<file path="src/rtl/matmul_bram_loader_pkg.sv">
// Shared definitions for the matmul BRAM loader: default geometry and FSM encoding.
package matmul_bram_loader_pkg;

  localparam int unsigned MM_DWIDTH       = 8;   // bits per matrix element
  localparam int unsigned MM_SIZE         = 8;   // elements (byte lanes) per BRAM word
  localparam int unsigned MM_AWIDTH       = 16;  // BRAM address width
  localparam int unsigned MM_STRIDE_WIDTH = 16;  // row stride width
  localparam int unsigned MM_ROWS_WIDTH   = 8;   // row count width

  typedef enum logic [1:0] {
    ST_IDLE = 2'd0,
    ST_LOAD = 2'd1,
    ST_FIN  = 2'd2
  } state_e;

endpackage

</file>
<file path="src/rtl/matmul_lane_mask.sv">
// Combinational lane zeroing: lane i of data_i passes when mask_i[i]=1, else 0.
// Ports:
//   data_i  : MAT_MUL_SIZE*DWIDTH input word
//   mask_i  : per-lane keep mask
//   data_c  : masked word (combinational)
module matmul_lane_mask
  import matmul_bram_loader_pkg::*;
#(
  parameter int unsigned DWIDTH       = MM_DWIDTH,
  parameter int unsigned MAT_MUL_SIZE = MM_SIZE
) (
  input  logic [MAT_MUL_SIZE*DWIDTH-1:0] data_i,
  input  logic [MAT_MUL_SIZE-1:0]        mask_i,
  output logic [MAT_MUL_SIZE*DWIDTH-1:0] data_c
);

  // Per-lane select between the input lane and zero.
  always_comb begin
    data_c = '0;
    for (int unsigned i = 0; i < MAT_MUL_SIZE; i++) begin
      if (mask_i[i]) begin
        data_c[i*DWIDTH +: DWIDTH] = data_i[i*DWIDTH +: DWIDTH];
      end
    end
  end

endmodule

</file>
<file path="src/rtl/matmul_bram_loader.sv">
// Loads num_rows stream beats into BRAM at base_addr + k*addr_stride,
// zeroing masked lanes, and reports busy/done/err_len status.
// Ports:
//   clk, resetn                 : clock, async active-low reset
//   start, clear_done           : load request pulse, status clear
//   base_addr, addr_stride      : first row address, per-row increment
//   num_rows, validity_mask_cols: row count (0 legal), lane keep mask
//   s_valid/s_ready/s_data/s_last : row stream
//   bram_addr_ext/wdata_ext/we_ext: BRAM external write port (registered)
//   busy, done, err_len         : status (registered)
module matmul_bram_loader
  import matmul_bram_loader_pkg::*;
#(
  parameter int unsigned DWIDTH            = MM_DWIDTH,
  parameter int unsigned MAT_MUL_SIZE      = MM_SIZE,
  parameter int unsigned AWIDTH            = MM_AWIDTH,
  parameter int unsigned ADDR_STRIDE_WIDTH = MM_STRIDE_WIDTH
) (
  input  logic                           clk,
  input  logic                           resetn,
  input  logic                           start,
  input  logic [AWIDTH-1:0]              base_addr,
  input  logic [ADDR_STRIDE_WIDTH-1:0]   addr_stride,
  input  logic [MM_ROWS_WIDTH-1:0]       num_rows,
  input  logic [MAT_MUL_SIZE-1:0]        validity_mask_cols,
  input  logic                           s_valid,
  output logic                           s_ready,
  input  logic [MAT_MUL_SIZE*DWIDTH-1:0] s_data,
  input  logic                           s_last,
  output logic [AWIDTH-1:0]              bram_addr_ext,
  output logic [MAT_MUL_SIZE*DWIDTH-1:0] bram_wdata_ext,
  output logic [MAT_MUL_SIZE-1:0]        bram_we_ext,
  output logic                           busy,
  output logic                           done,
  output logic                           err_len,
  input  logic                           clear_done
);

  localparam int unsigned WW = MAT_MUL_SIZE * DWIDTH;
  localparam int unsigned RW = MM_ROWS_WIDTH;

  state_e                       state_q,     state_d;
  logic                         s_ready_q,   s_ready_d;
  logic [AWIDTH-1:0]            addr_q,      addr_d;
  logic [WW-1:0]                wdata_q,     wdata_d;
  logic [MAT_MUL_SIZE-1:0]      we_q,        we_d;
  logic                         busy_q,      busy_d;
  logic                         done_q,      done_d;
  logic                         err_q,       err_d;
  logic [AWIDTH-1:0]            cur_addr_q,  cur_addr_d;
  logic [ADDR_STRIDE_WIDTH-1:0] stride_q,    stride_d;
  logic [RW-1:0]                rows_q,      rows_d;
  logic [RW-1:0]                rows_done_q, rows_done_d;
  logic [MAT_MUL_SIZE-1:0]      mask_q,      mask_d;

  logic [WW-1:0] masked_c;
  logic          accept_c;
  logic          last_row_c;

  // Lane zeroing uses the mask latched at start, not the live input.
  matmul_lane_mask #(
    .DWIDTH       (DWIDTH),
    .MAT_MUL_SIZE (MAT_MUL_SIZE)
  ) u_lane_mask (
    .data_i (s_data),
    .mask_i (mask_q),
    .data_c (masked_c)
  );

  // s_ready_q is high exactly while in LOAD.
  assign accept_c   = s_valid && s_ready_q;
  assign last_row_c = (rows_done_q == (rows_q - RW'(1)));

  // Next-state and registered-output logic.
  always_comb begin
    state_d     = state_q;
    addr_d      = addr_q;
    wdata_d     = wdata_q;
    we_d        = '0;
    done_d      = done_q;
    err_d       = err_q;
    cur_addr_d  = cur_addr_q;
    stride_d    = stride_q;
    rows_d      = rows_q;
    rows_done_d = rows_done_q;
    mask_d      = mask_q;

    if (clear_done) begin
      done_d = 1'b0;
      err_d  = 1'b0;
    end

    case (state_q)
      ST_IDLE: begin
        if (start) begin
          done_d = 1'b0;
          err_d  = 1'b0;
          if (num_rows != '0) begin
            cur_addr_d  = base_addr;
            stride_d    = addr_stride;
            rows_d      = num_rows;
            mask_d      = validity_mask_cols;
            rows_done_d = '0;
            state_d     = ST_LOAD;
          end else begin
            state_d = ST_FIN;
          end
        end
      end
      ST_LOAD: begin
        if (accept_c) begin
          addr_d      = cur_addr_q;
          wdata_d     = masked_c;
          we_d        = '1;
          // Address arithmetic wraps modulo 2^AWIDTH.
          cur_addr_d  = cur_addr_q + AWIDTH'(stride_q);
          rows_done_d = rows_done_q + RW'(1);
          if (last_row_c) begin
            state_d = ST_FIN;
            if (!s_last) err_d = 1'b1;
          end else if (s_last) begin
            state_d = ST_FIN;
            err_d   = 1'b1;
          end
        end
      end
      ST_FIN: begin
        done_d  = 1'b1;
        state_d = ST_IDLE;
      end
      default: state_d = ST_IDLE;
    endcase

    s_ready_d = (state_d == ST_LOAD);
    busy_d    = (state_d != ST_IDLE);
  end

  // State and output registers.
  always_ff @(posedge clk or negedge resetn) begin
    if (!resetn) begin
      state_q     <= ST_IDLE;
      s_ready_q   <= 1'b0;
      addr_q      <= '0;
      wdata_q     <= '0;
      we_q        <= '0;
      busy_q      <= 1'b0;
      done_q      <= 1'b0;
      err_q       <= 1'b0;
      cur_addr_q  <= '0;
      stride_q    <= '0;
      rows_q      <= '0;
      rows_done_q <= '0;
      mask_q      <= '0;
    end else begin
      state_q     <= state_d;
      s_ready_q   <= s_ready_d;
      addr_q      <= addr_d;
      wdata_q     <= wdata_d;
      we_q        <= we_d;
      busy_q      <= busy_d;
      done_q      <= done_d;
      err_q       <= err_d;
      cur_addr_q  <= cur_addr_d;
      stride_q    <= stride_d;
      rows_q      <= rows_d;
      rows_done_q <= rows_done_d;
      mask_q      <= mask_d;
    end
  end

  assign s_ready        = s_ready_q;
  assign bram_addr_ext  = addr_q;
  assign bram_wdata_ext = wdata_q;
  assign bram_we_ext    = we_q;
  assign busy           = busy_q;
  assign done           = done_q;
  assign err_len        = err_q;

endmodule

</file>
<file path="config.mk">
export PLATFORM = sky130hd
export DESIGN_NAME = matmul_bram_loader
export DESIGN_NICKNAME = d
export VERILOG_FILES = /design/src/rtl/matmul_bram_loader_pkg.sv /design/src/rtl/matmul_lane_mask.sv /design/src/rtl/matmul_bram_loader.sv
export SDC_FILE = /design/constraint.sdc
export NUM_CORES = 1
export LEC_CHECK = 0
export CORE_ASPECT_RATIO = 0.5
export CORE_MARGIN = 10
export CORE_UTILIZATION = 51
export DETAILED_ROUTE_END_ITERATION = 12
export PLACE_DENSITY = 0.87
export SLEW_MARGIN = 30
export SYNTH_ARGS = -nofsm -noshare
export SYNTH_HDL_FRONTEND = slang
export SYNTH_HIERARCHICAL = 1
export SYNTH_SLANG_ARGS = --single-unit
export TNS_END_PERCENT = 30
</file>
<file path="constraint.sdc">
create_clock -name clk -period 6.2 [get_ports clk]
set_clock_uncertainty 0.15 [all_clocks]
set_input_delay 0.93 -clock clk [delete_from_list [all_inputs] [get_ports clk]]
set_output_delay 0.93 -clock clk [all_outputs]
set_load 0.005 [all_outputs]
</file>
==> impl_metrics.py, run 1 <==
metrics = {
    "worst_hold_path": {
        "min_from": "bram_wdata_ext[3]",
        "hold_end": "bram_wdata_ext[3]",
        "hp-class": "reg2reg",
        "holdPathStages": 2,
    },
    "setup_path": {
        "max_stage_delay_ns": 0.73,
        "cp_slowest_cell": "buf_4",
        "endpoint_kind": "flop",
        "cp_cell_sequence": "clkdlybuf4s50_1, nand3_4, buf_12, buf_16, inv_2, buf_4, a21oi_1, o41ai_1",
        "crit_type": "in2reg",
        "worstRegToRegCells": 8,
        "worstPathArrival_ns": 3.59,
        "critPathLaunchType": "input port",
        "required_ns": 6.35,
        "r2r_slack_ns": 3.03,
        "cp_top_family": "buffers and inverters",
        "worst-path-buf-inv": 5,
        "reg2reg_to": "cur_addr_q[12]",
        "cp_max_fo": 91,
        "worstReg2RegStart": "state_q[0]",
    },
    "power_and_ir_drop": {
        "p_seq_frac": 0.327,
        "share_comb_of_total_power": 0.462,
        "swShare": 0.3799,
        "ir_worst_vdd_uv": 251.1,
        "p_int_mw": 3.312,
        "p_clk_frac": 0.211,
        "leakage_nw": 4.710,
        "power_switching_mw": 2.029,
        "p_per_area_mw_per_mm2": 543.7,
    },
    "grt": {
        "grt_usage": 0.2232,
        "overflow": 0,
        "grt_pass1_vias": 6254,
        "antenna_found_initial": 0,
        "grt_pass1_wl_um": 33460,
        "grt_max_degree": 107,
    },
    "placed_design": {
        "io_buffer_count": 209,
        "place_hpwl_um": 14930,
        "place.gp.congestion": 0.8776,
        "placedCellCount": 1161,
    },
    "synthesis": {
        "synthTopCellsByArea": "dfrtp_1 52%, nand2_1 19%, and2_1 6.0%",
        "syn_area_per_cell_um2": 8.514,
        "synth_fp_nets": 950,
        "post-synth-top-area-cell": "dfrtp_1",
        "yosys.cell_count.top_type": "nand2_1",
        "synth_cell_types": 52,
        "syn_inst": 814,
        "synth_top_area_frac": 0.5163,
        "synth-edff-count": 0,
        "ys_seq_elements": 143,
        "yosysWarnings": 6,
        "ys.flop_type": "dfrtp_1",
        "synth_area_mm2": 0.006930,
        "synth_common_cells": "352 x nand2_1, 143 x dfrtp_1, 66 x and2_1",
        "synthArstFlopShare": 1.000,
        "synth_seq_area_share": 0.5163,
    },
    "clock_network": {
        "clk_pin_slew_worst_paths_ns": 0.06,
        "clock_latency_ns": 0.42,
        "clockBufferDepth": 2,
        "postCtsHoldBufs": 0,
        "root_buffer": "clkbuf_16",
        "cts_max_level": 4,
        "cts_tree": "yes",
        "post-cts-setup-buffers": 0,
        "cts_sinks": 143,
        "numCtsBuffers": 17,
        "post_cts_resized": 0,
    },
    "layout": {
        "drive_gt1_frac": 0.04892,
        "regArea_mm2": 0.003578,
        "diodes": 0,
        "fillers": 882,
        "syn2layout_area_growth_pct": 41.76,
        "final_nets": 1146,
        "instances_no_fill": 1192,
        "multi_input_area_mm2": 0.003142,
    },
    "die": {
        "initial_utilization": 0.5335,
        "coreArea_mm2": 0.01299,
        "die_h_um": 102.4,
        "io_pins": 210,
        "die_x_um": 184.9,
        "placementRows": 29,
        "die-area_mm2": 0.01893,
    },
    "routing": {
        "viasPerCell": 5.355,
        "drtPass1Iterations": 5,
        "drt_iter0_markers": 466,
        "ant_nets": 0,
        "vias": 6383,
        "wire_per_inst_um": 18.15,
        "drt_wl_total_um": 21640,
        "post-route-drc-count": 0,
    },
    "sta": {
        "whs_ns": 0.3228,
        "tightest_slew_ns": 0.9541,
        "fmax_ghz": 0.2910,
        "final-hold-violation-count": 0,
        "layout_min_cycle_time_ns": 3.436,
        "setup_viol": 0,
        "finalCritPeriodShare": 0.5542,
        "slew_headroom": 0.3640,
        "fin_setup_tns_ns": 0,
        "rsz0062_at_grt": "false",
        "slew_violations": 0,
    },
    "flow_run": {
        "maxCapViolCount": 0,
    },
    "status": {
        "status": "finished clean",
    },
}
## power groups by stage
stage / logic [mW] / registers [mW] / clock network, mW
final: 2.47 / 1.74 / 1.13
after global routing: 2.71 / 1.80 / 1.18
after CTS: 2.47 / 1.73 / 1.13
after detailed placement: 2.41 / 1.74 / 0
after global placement: 2.28 / 1.72 / 0
after floorplan: 1.35 / 1.67 / 0
## cell type report
cell class,instances,share of cell area
tap,170,0.02165
sequential,143,0.3642
clock inverter,14,0.02203
inverter,15,0.005731
timing repair buffer,215,0.2233
multi-input combinational,618,0.3198
clock buffer,17,0.04330
## tightest hold or removal path: cells and delay by family, from the launching register on
| kind | cells | cell delay (ns) |
|---|---|---|
| flops | 1 | 0.34 |
| simple gates | 2 | 0.10 |
## state kept, by name (all words and copies together) (netlist names), 2 cells and up
signal          flops
rows_q              8
bram_addr_ext      16
state_q             2
rows_done_q         8
stride_q           16
bram_wdata_ext     64
mask_q              8
cur_addr_q         16
## placed cells by master (no fill, tap or decap), drive strengths merged, types with 5 or more instances in the layout
| master | instances |
|---|---|
| o22ai | 11 |
| xnor2 | 12 |
| nand2b | 8 |
| clkdlybuf4s50 | 208 |
| o21ai | 18 |
| bufinv | 5 |
| and2 | 66 |
| nand3 | 11 |
| nor2 | 27 |
| ha | 17 |
| clkbuf | 18 |
| nor3 | 5 |
| buf | 6 |
| inv | 16 |
| nand2 | 352 |
| a21oi | 29 |
| xor2 | 14 |
| dfrtp | 143 |
| nor2b | 5 |
## per-layer routing
| layer | global-route usage | vias up | routed length (um) | part of all wire |
|---|---|---|---|---|
| li1 | - | 3016 | - | - |
| met1 | 0.2645 | 3055 | 8581 | 0.40 |
| met2 | 0.3970 | 267 | 11110 | 0.51 |
| met3 | 0.03860 | 45 | 1382 | 0.064 |
| met4 | 0.09615 | 0 | 561 | 0.026 |
| met5 | 0 | - | 0 | 0 |
## cell families after synthesis
logic type,share of synthesized area
simple gates,0.3029
mux,0.004513
fa+ha+maj,0.03358
xor+xnor,0.03286
buf+inv,0.03484
flops,0.5163
compound gates,0.07493
## worst max-delay path by stage
stage	depth (start not counted)	to	slack, ns	startpoint
final	8	cur_addr_q[12]	2.76	s_valid
after global routing	8	cur_addr_q[12]	2.65	s_valid
after CTS	8	cur_addr_q[12]	2.77	s_valid
after detailed placement	8	cur_addr_q[12]	2.42	s_valid
after global placement	6	cur_addr_q[12]	2.21	s_valid
after floorplan	8	cur_addr_q[12]	3.68	num_rows[1]
## through the flow
| step | total power [mW] | instance area, um^2 | setup slack (ns) | utilization |
|---|---|---|---|---|
| after floorplan | 3.023 | 6930 | 3.678 | - |
| after global placement | 3.999 | 9100 | 2.205 | 0.7005 |
| after detailed placement | 4.148 | 9180 | 2.422 | 0.7067 |
| after CTS | 5.339 | 9822 | 2.770 | 0.7561 |
| after global routing | 5.684 | 9824 | 2.650 | 0.7563 |
| final | 5.342 | 9824 | 2.764 | 0.7563 |
Power figures use the tool's default switching activity.
==> run 2: changes to the inputs <==
- CORE_UTILIZATION: 51 -> 43
- PLACE_DENSITY: 0.87 -> 0.78
- clock period: 6.2 -> 3 ns (I/O delays scaled with it)
==> impl_metrics.py, run 2 (synthesized netlist as in run 1, its figures left out) <==
metrics = {
    "setup_path": {
        "endpoint_kind": "flop",
        "r2r_slack_ns": 0.43,
        "cp_max_fo": 3,
        "worstPathArrival_ns": 2.71,
        "critPathLaunchType": "flop",
        "required_ns": 3.14,
        "crit_type": "reg2reg",
    },
    "routing": {
        "wl_met1_um": 8782,
        "maxUsedRoutingLayer": "met4",
        "wl_met2_um": 10950,
        "met3_length_um": 1042,
        "viasPerCell": 4.978,
        "drt_wl_total_um": 20990,
        "drt_iter0_markers": 511,
        "wire_per_inst_um": 17.03,
        "post-route-drc-count": 0,
        "vias": 6138,
        "ant_nets": 0,
        "drtPass1Iterations": 5,
    },
    "clock_network": {
        "numCtsBuffers": 17,
        "cts_sinks": 143,
        "post-cts-setup-buffers": 0,
        "postCtsHoldBufs": 1,
        "clockBufferDepth": 2,
        "clock_latency_ns": 0.41,
        "cts_max_level": 4,
        "post_cts_resized": 0,
        "cts_tree": "yes",
        "root_buffer": "clkbuf_16",
        "clk_pin_slew_worst_paths_ns": 0.06,
    },
    "placed_design": {
        "io_buffer_count": 209,
        "place.gp.congestion": 0.8886,
        "place_hpwl_um": 15360,
    },
    "sta": {
        "slew_violations": 0,
        "finalCritPeriodShare": 0.8553,
        "rsz0062_at_grt": "false",
        "setup_viol": 0,
        "slew_headroom": 0.4841,
        "tightest_slew_ns": 0.7739,
        "final-hold-violation-count": 0,
        "fin_setup_tns_ns": 0,
        "fmax_ghz": 0.3897,
        "layout_min_cycle_time_ns": 2.566,
    },
    "grt": {
        "grt_pass1_wl_um": 32850,
        "grt_max_degree": 90,
        "grt_usage": 0.1898,
        "overflow": 0,
        "antenna_found_initial": 0,
        "grt_pass1_vias": 5933,
    },
    "layout": {
        "final_core_util": 0.6292,
        "layout_commonest_cell": "nand2_1",
        "diodes": 0,
        "syn2layout_area_growth_pct": 41.78,
        "most-common-layout-cells": "352 x nand2_1, 208 x clkdlybuf4s50_1, 143 x dfrtp_1, 66 x and2_1, 27 x a21oi_1",
        "drive_gt1_frac": 0.05345,
        "largest_register_ff_count": 64,
        "fillers": 1324,
        "final_nets": 1154,
    },
    "die": {
        "die_h_um": 109.8,
        "io_pins": 210,
        "coreArea_mm2": 0.01562,
        "die-area_mm2": 0.02190,
        "initial_utilization": 0.4438,
        "placementRows": 32,
        "die_x_um": 199.5,
    },
    "flow_run": {
        "maxCapViolCount": 0,
    },
    "power_and_ir_drop": {
        "p_per_area_mw_per_mm2": 1075,
        "leakage_nw": 4.712,
        "ir_worst_vdd_uv": 513.6,
    },
    "worst_hold_path": {
        "hp-class": "reg2reg",
    },
    "status": {
        "status": "finished clean",
    },
}
==> run 2: power breakdown <==
group          internal (mW)  leakage [nW]  switching [mW]
clock                   1.17         0.267           0.807
combinational           2.53          2.62            2.47
sequential              2.85          1.82           0.735
==> run 2: final cells by class <==
cell class	instances	area, um^2	share of cell area
inverter	15	56.30	0.005730
multi-input combinational	618	3137	0.3192
timing repair buffer	223	2251	0.2291
clock inverter	10	91.34	0.009296
tap	204	255.2	0.02598
sequential	143	3578	0.3642
clock buffer	20	456.7	0.04648
==> run 2: metrics by stage <==
stage,hold slack [ns],cells,power [mW],worst slack (ns),instance area [um^2]
finish,0.3232,1233,10.56,0.4340,9826
CTS,0.3264,1233,10.63,0.4667,9826
floorplan,0.004409,814,6.248,0.6590,6930
global placement,0.3070,1202,8.406,0.4435,9268
global route,0.3440,1233,11.37,0.1994,9826
detailed placement,0.3117,1202,8.605,0.3889,9268
==> run 2: critical path, stage by stage, from the launching register on <==
cell	delay, ns
dfrtp_1	0.39
ha_1	0.18
inv_1	0.05
fa_1	0.39
nand2b_1	0.17
a21oi_1	0.19
o21ai_0	0.17
a211oi_1	0.34
o21ai_0	0.16
a31oi_1	0.17
o21ai_0	0.10
==> run 2: path summary, 6_finish.rpt <==
kind,to,depth (start not counted),from
setup reg to reg,cur_addr_q[14],10,cur_addr_q[0]
hold / removal,bram_wdata_ext[42],2,bram_wdata_ext[42]
hold reg to reg,bram_wdata_ext[42],2,bram_wdata_ext[42]
max in group asynchronous,cur_addr_q[10],3,resetn
min in group asynchronous,stride_q[2],2,resetn
setup / recovery,cur_addr_q[14],10,cur_addr_q[0]
==> run 2: layer usage <==
layer / track usage / up-vias
met3: 0.03385 / 16
met4: 0.04992 / 0
met1: 0.2369 / 2959
met2: 0.3359 / 146
met5: 0 / -
li1: - / 3017
